`config.mk`:
```
export PLATFORM = sky130hd
export DESIGN_NAME = ahb_master_arbiter_mux
export DESIGN_NICKNAME = d
export VERILOG_FILES = /design/src/rtl/ahb_pkg.sv /design/src/rtl/ahb_wrr_sched.sv /design/src/rtl/ahb_master_arbiter_mux.sv
export SDC_FILE = /design/constraint.sdc
export NUM_CORES = 1
export LEC_CHECK = 0
export ABC_AREA = 0
export CAP_MARGIN = 20
export CORE_AREA = 5 5 87 89
export DETAILED_ROUTE_END_ITERATION = 8
export DIE_AREA = 0 0 92 94
export HOLD_SLACK_MARGIN = 0.15
export PLACE_DENSITY = 0.85
export SLEW_MARGIN = 15
export SYNTH_ARGS = -nofsm -noshare
export SYNTH_HDL_FRONTEND = slang
export SYNTH_HIERARCHICAL = 1
export SYNTH_SLANG_ARGS = --single-unit
```
`constraint.sdc`:
```
create_clock -name clk -period 6.25 [get_ports clk]
set_input_delay 1.5625 -clock clk [delete_from_list [all_inputs] [get_ports clk]]
set_output_delay 1.5625 -clock clk [all_outputs]
set_load 0.01 [all_outputs]
```
`src/rtl/ahb_pkg.sv`:
```
// Shared AHB-Lite encodings, the bus-owner enum and a burst-length helper
// used by the CPU/DMA arbiter and its weighted round-robin scheduler.
package ahb_pkg;

  localparam logic [1:0] HTRANS_IDLE   = 2'b00;
  localparam logic [1:0] HTRANS_BUSY   = 2'b01;
  localparam logic [1:0] HTRANS_NONSEQ = 2'b10;
  localparam logic [1:0] HTRANS_SEQ    = 2'b11;

  localparam logic [2:0] HBURST_SINGLE = 3'b000;
  localparam logic [2:0] HBURST_INCR   = 3'b001;
  localparam logic [2:0] HBURST_WRAP4  = 3'b010;
  localparam logic [2:0] HBURST_INCR4  = 3'b011;
  localparam logic [2:0] HBURST_WRAP8  = 3'b100;
  localparam logic [2:0] HBURST_INCR8  = 3'b101;
  localparam logic [2:0] HBURST_WRAP16 = 3'b110;
  localparam logic [2:0] HBURST_INCR16 = 3'b111;

  typedef enum logic {
    OWNER_CPU = 1'b0,
    OWNER_DMA = 1'b1
  } owner_t;

  // Beats in a fixed-length burst; 0 marks an undefined-length INCR.
  function automatic logic [4:0] burst_beats(input logic [2:0] hburst);
    logic [4:0] beats;
    case (hburst)
      HBURST_SINGLE: beats = 5'd1;
      HBURST_INCR:   beats = 5'd0;
      HBURST_WRAP4,
      HBURST_INCR4:  beats = 5'd4;
      HBURST_WRAP8,
      HBURST_INCR8:  beats = 5'd8;
      HBURST_WRAP16,
      HBURST_INCR16: beats = 5'd16;
      default:       beats = 5'd1;
    endcase
    return beats;
  endfunction

endpackage

```
`src/rtl/ahb_wrr_sched.sv`:
```
// Weighted round-robin winner selection between CPU and DMA; the CPU may
// win CPU_WEIGHT consecutive contended tenures before DMA gets one.
module ahb_wrr_sched
  import ahb_pkg::*;
#(
  parameter int unsigned CPU_WEIGHT = 3
) (
  input  logic       clk,
  input  logic       reset,
  input  logic       boundary,
  input  logic       cpu_req,
  input  logic       dma_req,
  output owner_t     winner,
  output logic [3:0] cpu_cnt
);

  localparam logic [3:0] WEIGHT = 4'(CPU_WEIGHT);

  logic [3:0] cpu_cnt_r;
  logic [3:0] cpu_cnt_nxt_s;
  owner_t     winner_s;

  // Winner and next contention count for the current request pattern
  always_comb begin
    winner_s      = OWNER_CPU;
    cpu_cnt_nxt_s = cpu_cnt_r;
    if (cpu_req && dma_req) begin
      if (cpu_cnt_r < WEIGHT) begin
        winner_s      = OWNER_CPU;
        cpu_cnt_nxt_s = cpu_cnt_r + 4'd1;
      end else begin
        winner_s      = OWNER_DMA;
        cpu_cnt_nxt_s = 4'd0;
      end
    end else if (cpu_req) begin
      winner_s      = OWNER_CPU;
      cpu_cnt_nxt_s = cpu_cnt_r;
    end else if (dma_req) begin
      winner_s      = OWNER_DMA;
      cpu_cnt_nxt_s = 4'd0;
    end else begin
      winner_s      = OWNER_CPU;
      cpu_cnt_nxt_s = cpu_cnt_r;
    end
  end

  // Contention count only advances when an arbitration actually happens
  always_ff @(posedge clk) begin
    if (reset) begin
      cpu_cnt_r <= 4'd0;
    end else if (boundary) begin
      cpu_cnt_r <= cpu_cnt_nxt_s;
    end else begin
      cpu_cnt_r <= cpu_cnt_r;
    end
  end

  assign winner  = winner_s;
  assign cpu_cnt = cpu_cnt_r;

endmodule

```
`src/rtl/ahb_master_arbiter_mux.sv`:
```
// Two-master AHB-Lite arbiter and bus mux: tracks bursts/locks to find legal
// handover points, registers the grant and muxes address/data phases.
module ahb_master_arbiter_mux
  import ahb_pkg::*;
#(
  parameter int unsigned CPU_WEIGHT = 3
) (
  input  logic        clk,
  input  logic        reset,
  input  logic        cpu_req,
  input  logic        dma_req,
  input  logic [31:0] cpu_haddr,
  input  logic [31:0] dma_haddr,
  input  logic [1:0]  cpu_htrans,
  input  logic [1:0]  dma_htrans,
  input  logic        cpu_hwrite,
  input  logic        dma_hwrite,
  input  logic [2:0]  cpu_hsize,
  input  logic [2:0]  dma_hsize,
  input  logic [2:0]  cpu_hburst,
  input  logic [2:0]  dma_hburst,
  input  logic        cpu_hmastlock,
  input  logic        dma_hmastlock,
  input  logic [31:0] cpu_hwdata,
  input  logic [31:0] dma_hwdata,
  input  logic        HREADY,
  input  logic        HRESP,
  output logic [31:0] HADDR,
  output logic [1:0]  HTRANS,
  output logic        HWRITE,
  output logic [2:0]  HSIZE,
  output logic [2:0]  HBURST,
  output logic        HMASTLOCK,
  output logic [31:0] HWDATA,
  output logic        cpu_grant,
  output logic        dma_grant
);

  owner_t      addr_owner_r;
  owner_t      data_owner_r;
  owner_t      addr_owner_nxt_s;
  owner_t      winner_s;
  logic [4:0]  beats_left_r;
  logic [4:0]  beats_left_nxt_s;
  logic [4:0]  burst_len_s;
  logic        incr_active_r;
  logic        incr_active_nxt_s;
  logic        boundary_s;
  logic        cpu_grant_r;
  logic        dma_grant_r;
  logic [3:0]  cpu_cnt_s;

  // Address-phase mux: the non-owner's signals never reach the bus
  always_comb begin
    HADDR     = cpu_haddr;
    HTRANS    = cpu_htrans;
    HWRITE    = cpu_hwrite;
    HSIZE     = cpu_hsize;
    HBURST    = cpu_hburst;
    HMASTLOCK = cpu_hmastlock;
    if (addr_owner_r == OWNER_DMA) begin
      HADDR     = dma_haddr;
      HTRANS    = dma_htrans;
      HWRITE    = dma_hwrite;
      HSIZE     = dma_hsize;
      HBURST    = dma_hburst;
      HMASTLOCK = dma_hmastlock;
    end else begin
      HADDR     = cpu_haddr;
      HTRANS    = cpu_htrans;
      HWRITE    = cpu_hwrite;
      HSIZE     = cpu_hsize;
      HBURST    = cpu_hburst;
      HMASTLOCK = cpu_hmastlock;
    end
  end

  // Data-phase mux follows the owner of the previous accepted address phase
  always_comb begin
    HWDATA = cpu_hwdata;
    if (data_owner_r == OWNER_DMA) begin
      HWDATA = dma_hwdata;
    end else begin
      HWDATA = cpu_hwdata;
    end
  end

  // Legal handover point; an error response ends any tenure, even a locked one
  always_comb begin
    boundary_s = 1'b0;
    if (!HREADY) begin
      boundary_s = 1'b0;
    end else if (HRESP) begin
      boundary_s = 1'b1;
    end else if (!HMASTLOCK) begin
      case (HTRANS)
        HTRANS_IDLE:   boundary_s = 1'b1;
        HTRANS_NONSEQ: boundary_s = (HBURST == HBURST_SINGLE);
        HTRANS_SEQ:    boundary_s = !incr_active_r && (beats_left_r == 5'd1);
        HTRANS_BUSY:   boundary_s = 1'b0;
        default:       boundary_s = 1'b0;
      endcase
    end else begin
      boundary_s = 1'b0;
    end
  end

  // Next burst-tracking state for an accepted transfer
  always_comb begin
    beats_left_nxt_s  = beats_left_r;
    incr_active_nxt_s = incr_active_r;
    burst_len_s       = burst_beats(HBURST);
    if (HRESP) begin
      beats_left_nxt_s  = 5'd0;
      incr_active_nxt_s = 1'b0;
    end else begin
      case (HTRANS)
        HTRANS_NONSEQ: begin
          if (burst_len_s == 5'd0) begin
            incr_active_nxt_s = 1'b1;
          end else if (burst_len_s > 5'd1) begin
            beats_left_nxt_s = burst_len_s - 5'd1;
          end else begin
            beats_left_nxt_s = beats_left_r;
          end
        end
        HTRANS_SEQ: begin
          if (beats_left_r != 5'd0) begin
            beats_left_nxt_s = beats_left_r - 5'd1;
          end else begin
            beats_left_nxt_s = beats_left_r;
          end
        end
        HTRANS_IDLE: incr_active_nxt_s = 1'b0;
        HTRANS_BUSY: incr_active_nxt_s = incr_active_r;
        default:     incr_active_nxt_s = incr_active_r;
      endcase
    end
  end

  ahb_wrr_sched #(
    .CPU_WEIGHT (CPU_WEIGHT)
  ) u_sched (
    .clk      (clk),
    .reset    (reset),
    .boundary (boundary_s),
    .cpu_req  (cpu_req),
    .dma_req  (dma_req),
    .winner   (winner_s),
    .cpu_cnt  (cpu_cnt_s)
  );

  // Owner to load on this edge
  always_comb begin
    addr_owner_nxt_s = addr_owner_r;
    if (boundary_s) begin
      addr_owner_nxt_s = winner_s;
    end else begin
      addr_owner_nxt_s = addr_owner_r;
    end
  end

  // Ownership, grants and burst state all freeze while HREADY is low
  always_ff @(posedge clk) begin
    if (reset) begin
      addr_owner_r  <= OWNER_CPU;
      data_owner_r  <= OWNER_CPU;
      cpu_grant_r   <= 1'b1;
      dma_grant_r   <= 1'b0;
      beats_left_r  <= 5'd0;
      incr_active_r <= 1'b0;
    end else if (HREADY) begin
      addr_owner_r  <= addr_owner_nxt_s;
      data_owner_r  <= addr_owner_r;
      cpu_grant_r   <= (addr_owner_nxt_s == OWNER_CPU);
      dma_grant_r   <= (addr_owner_nxt_s == OWNER_DMA);
      beats_left_r  <= beats_left_nxt_s;
      incr_active_r <= incr_active_nxt_s;
    end
  end

  assign cpu_grant = cpu_grant_r;
  assign dma_grant = dma_grant_r;

endmodule
```
==> impl_metrics.yaml <==
sta:
  worst_pin_slew_ns: 0.5848
  tns_ns: 0
  grt_setup_unrepaired: "no"
  period_share_pct: 72.04
  setup_viol: 0
  timing.fmax_ghz: 0.2221
  min_period_ns: 4.503
  finalHoldViolCount: 0
  worst_clock_skew_ns: 0.0008382
  report.final.slew_viol_count: 0
  slew_headroom_pct: 60.89
power:
  power_mw: 0.4440
  p_switching_mw: 0.1287
  power_frac_clock_pct: 17.5
  p_leak_nw: 1.561
  ir_drop_mv: 0.06058
  p_int_mw: 0.3154
  power.density_nw_per_um2: 105.0
  sw_frac_of_total_pct: 28.98
  share_seq_of_total_power_pct: 20.9
  combPwrFrac_pct: 61.6
synth:
  yosys.cell_types.count: 49
  synth_ff_type: "dfxtp_1"
  synth_top_family_by_area: "multiplexers"
  syn-num-nets: 352
  ys_ff_latch: 13
  syn_area_um2: 1808
  ys_top_cells_by_area: "mux2_2 (42%), dfxtp_1 (14%), ha_1 (6.2%), mux2i_1 (3.3%), clkbuf_1 (2.3%)"
  yosysTopAreaCellShare_pct: 42.35
  synth_seq_area_share_pct: 14.39
  yosysMostFrequentCell: "mux2_2"
  synthArstFlopShare_pct: 0
  synth_area_per_cell_um2: 9.566
  synthCells: 189
  synthTopCellsByCount: "mux2_2 (68), dfxtp_1 (13), clkbuf_1 (11), inv_1 (11), ha_1 (9)"
  synth_simple_gate_area_share_pct: 13.70
  yosysTopAreaCell: "mux2_2"
  ys_warn_count: 6
  synthAdderAreaFrac_pct: 6.228
  synth_compound_area_share_pct: 9.827
  synthMuxAreaShare_pct: 48.30
  synth_edf_count: 0
  yosys.area_share.xor_xnor_pct: 1.938
min_path:
  hold_depth: 1
  hold_path.class: "reg2reg"
  whs_endpoint: "u_sched/cpu_cnt[3]"
  min_from: "u_sched/cpu_cnt[3]"
drt:
  drt_first_pass_iters: 4
  route.top_layer_used: "met4"
  wl_met3_um: 878
  drc_errors: 0
  vias_per_cell: 4.667
  drt_first_iter_violations: 81
  detail-route-antenna-nets: 0
  finalWirelength_um: 9495
  met1_length_um: 3523
  dr_total_vias: 2296
  wl_per_cell_um: 19.30
  wl_met2_um: 4874
worst_setup_path:
  critPathKind: "in2out"
  crit_arrival_ns: 2.94
  r2r_cells: 9
  end_kind: "primary output"
  crit_top_cell: "clkdlybuf4s50_1"
  critPathLaunchType: "input port"
  crit_fanout: 3
  path_cells: "clkdlybuf4s50_1 -> mux2i_1 -> inv_1 -> clkdlybuf4s50_1"
  crit_required_ns: 4.69
  crit_path_max_incr_delay_ns: 0.55
  cpMaxStageDelayCell: "clkdlybuf4s50_1"
  r2r_slack_ns: 3.23
  r2r-end: "beats_left_r[2]"
place:
  routabilityCongestion: 0.8098
  io_buffers: 229
  placed_cell_area_um2: 4156
  dp.final_hpwl_um: 8067
finish:
  stdcell_area_um2: 4230
  nNetsFinal: 576
  antenna_cells: 0
  area_growth_pct: 134.0
  fillers: 555
  drive_gt1_share_pct: 20.87
global_route:
  antenna_found_initial: 0
  grt_pass1_wl_um: 14120
  grt_max_degree: 49
  grt_pass1_vias: 2550
  track_usage_pct: 20.90
  gr-total-overflow: 0
clock_tree:
  clkTransAtPathRegs_ns: 0.06
  insertion_delay_ns: 0.25
  cts_resized: 0
  htree_levels: 1
  cts_tree: "done"
  cts_buffer_depth: 2
  cts_root_buffer: "clkbuf_8"
  clock_sinks: 13
  hold_buffers: 0
  post_cts_buffers: 0
  numCtsBuffers: 3
die:
  fp.dieW_um: 92
  start_util_pct: 27.06
  die_area_um2: 8648
  rows: 30
  coreArea_um2: 6681
  dieHeight_um: 94
  io_pins: 230
job:
  drv_cap: 0
outcome:
  status: "finished, final reports clean"
-- cell usage in the layout, fill, tap and decap left out, drive strengths merged, types with 2 or more instances in the layout --
cell	Yosys	routed
clkdlybuf4s50	0	229
mux2	69	69
dfxtp	13	13
inv	12	12
ha	9	9
mux2i	8	8
a21oi	8	8
nand2	5	5
nor3	5	5
nor2	5	5
nor3b	5	5
nand2b	3	3
clkbuf	11	3
o21ai	3	3
nor4	2	2
o22ai	2	2
xor2	2	2
xnor2	2	2
nand3b	2	2
clkinv	1	2
or4b	2	2
buf	1	2
and2	2	2
-- power by group through the flow --
stage	Combinational (mW)	Clock (mW)	Sequential, mW
after global placement	0.266	0	0.0962
final	0.274	0.0775	0.0929
after CTS	0.272	0.0806	0.0949
after global routing	0.293	0.0858	0.0934
after floorplan	0.0989	0	0.0917
after detailed placement	0.268	0	0.0965
-- how the worst max path moves through the flow --
stage	start	end	slack, ns	cells past startpoint
after floorplan	dma_hburst[0]	beats_left_r[2]	2.73	9
after global placement	cpu_hburst[1]	HBURST[1]	1.82	4
after detailed placement	dma_hburst[1]	HBURST[1]	1.77	4
after CTS	dma_hburst[2]	HBURST[2]	1.78	4
after global routing	dma_hburst[2]	HBURST[2]	1.69	4
final	dma_hburst[1]	HBURST[1]	1.75	4
-- metrics by stage --
stage | hold WS, ns | setup WS, ns | std cells | util, %
after floorplan | 0.4549 | 2.730 | 189 | -
after global placement | 0.4640 | 1.819 | 487 | 62.21
after detailed placement | 0.4701 | 1.774 | 487 | 62.21
after CTS | 0.4792 | 1.776 | 491 | 62.90
after global routing | 0.4918 | 1.693 | 492 | 63.31
final | 0.4752 | 1.747 | 492 | 63.31
-- logic make-up after synthesis --
kind of cell / Yosys count
AND/OR/NAND/NOR: 38
buffers and inverters: 25
adder cells (fa/ha/maj): 9
XOR/XNOR: 4
flip-flops: 13
AO/OA/AOI/OAI: 23
multiplexers: 77
-- registers in the layout, indices dropped and copies added, names as in the netlist, named ones only --
name / count
incr_active_r: 1
cpu_grant: 1
beats_left_r: 5
data_owner_r: 1
u_sched/cpu_cnt: 4
-- routing by layer --
metal  vias to the layer above  track usage [%]
met1                      1025            23.10
li1                       1149                -
met4                         0            5.941
met3                        13            8.093
met5                         -                0
met2                       109            37.17
-- worst max-delay path: cells and delay by family --
| family | cells | cell delay, ns |
|---|---|---|
| buf+inv | 3 | 1.23 |
| mux | 1 | 0.14 |
-- final cells by class --
class / count / area, um2 / share of cell area [%]
timing repair buffer: 231 / 2327 / 55.01
multi-input combinational: 151 / 1446 / 34.19
sequential: 13 / 261.5 / 6.182
tap: 80 / 100.1 / 2.366
inverter: 13 / 48.80 / 1.154
clock buffer: 3 / 41.29 / 0.9760
clock inverter: 1 / 5.005 / 0.1183
Note: power is estimated with default switching activity, not from simulation.
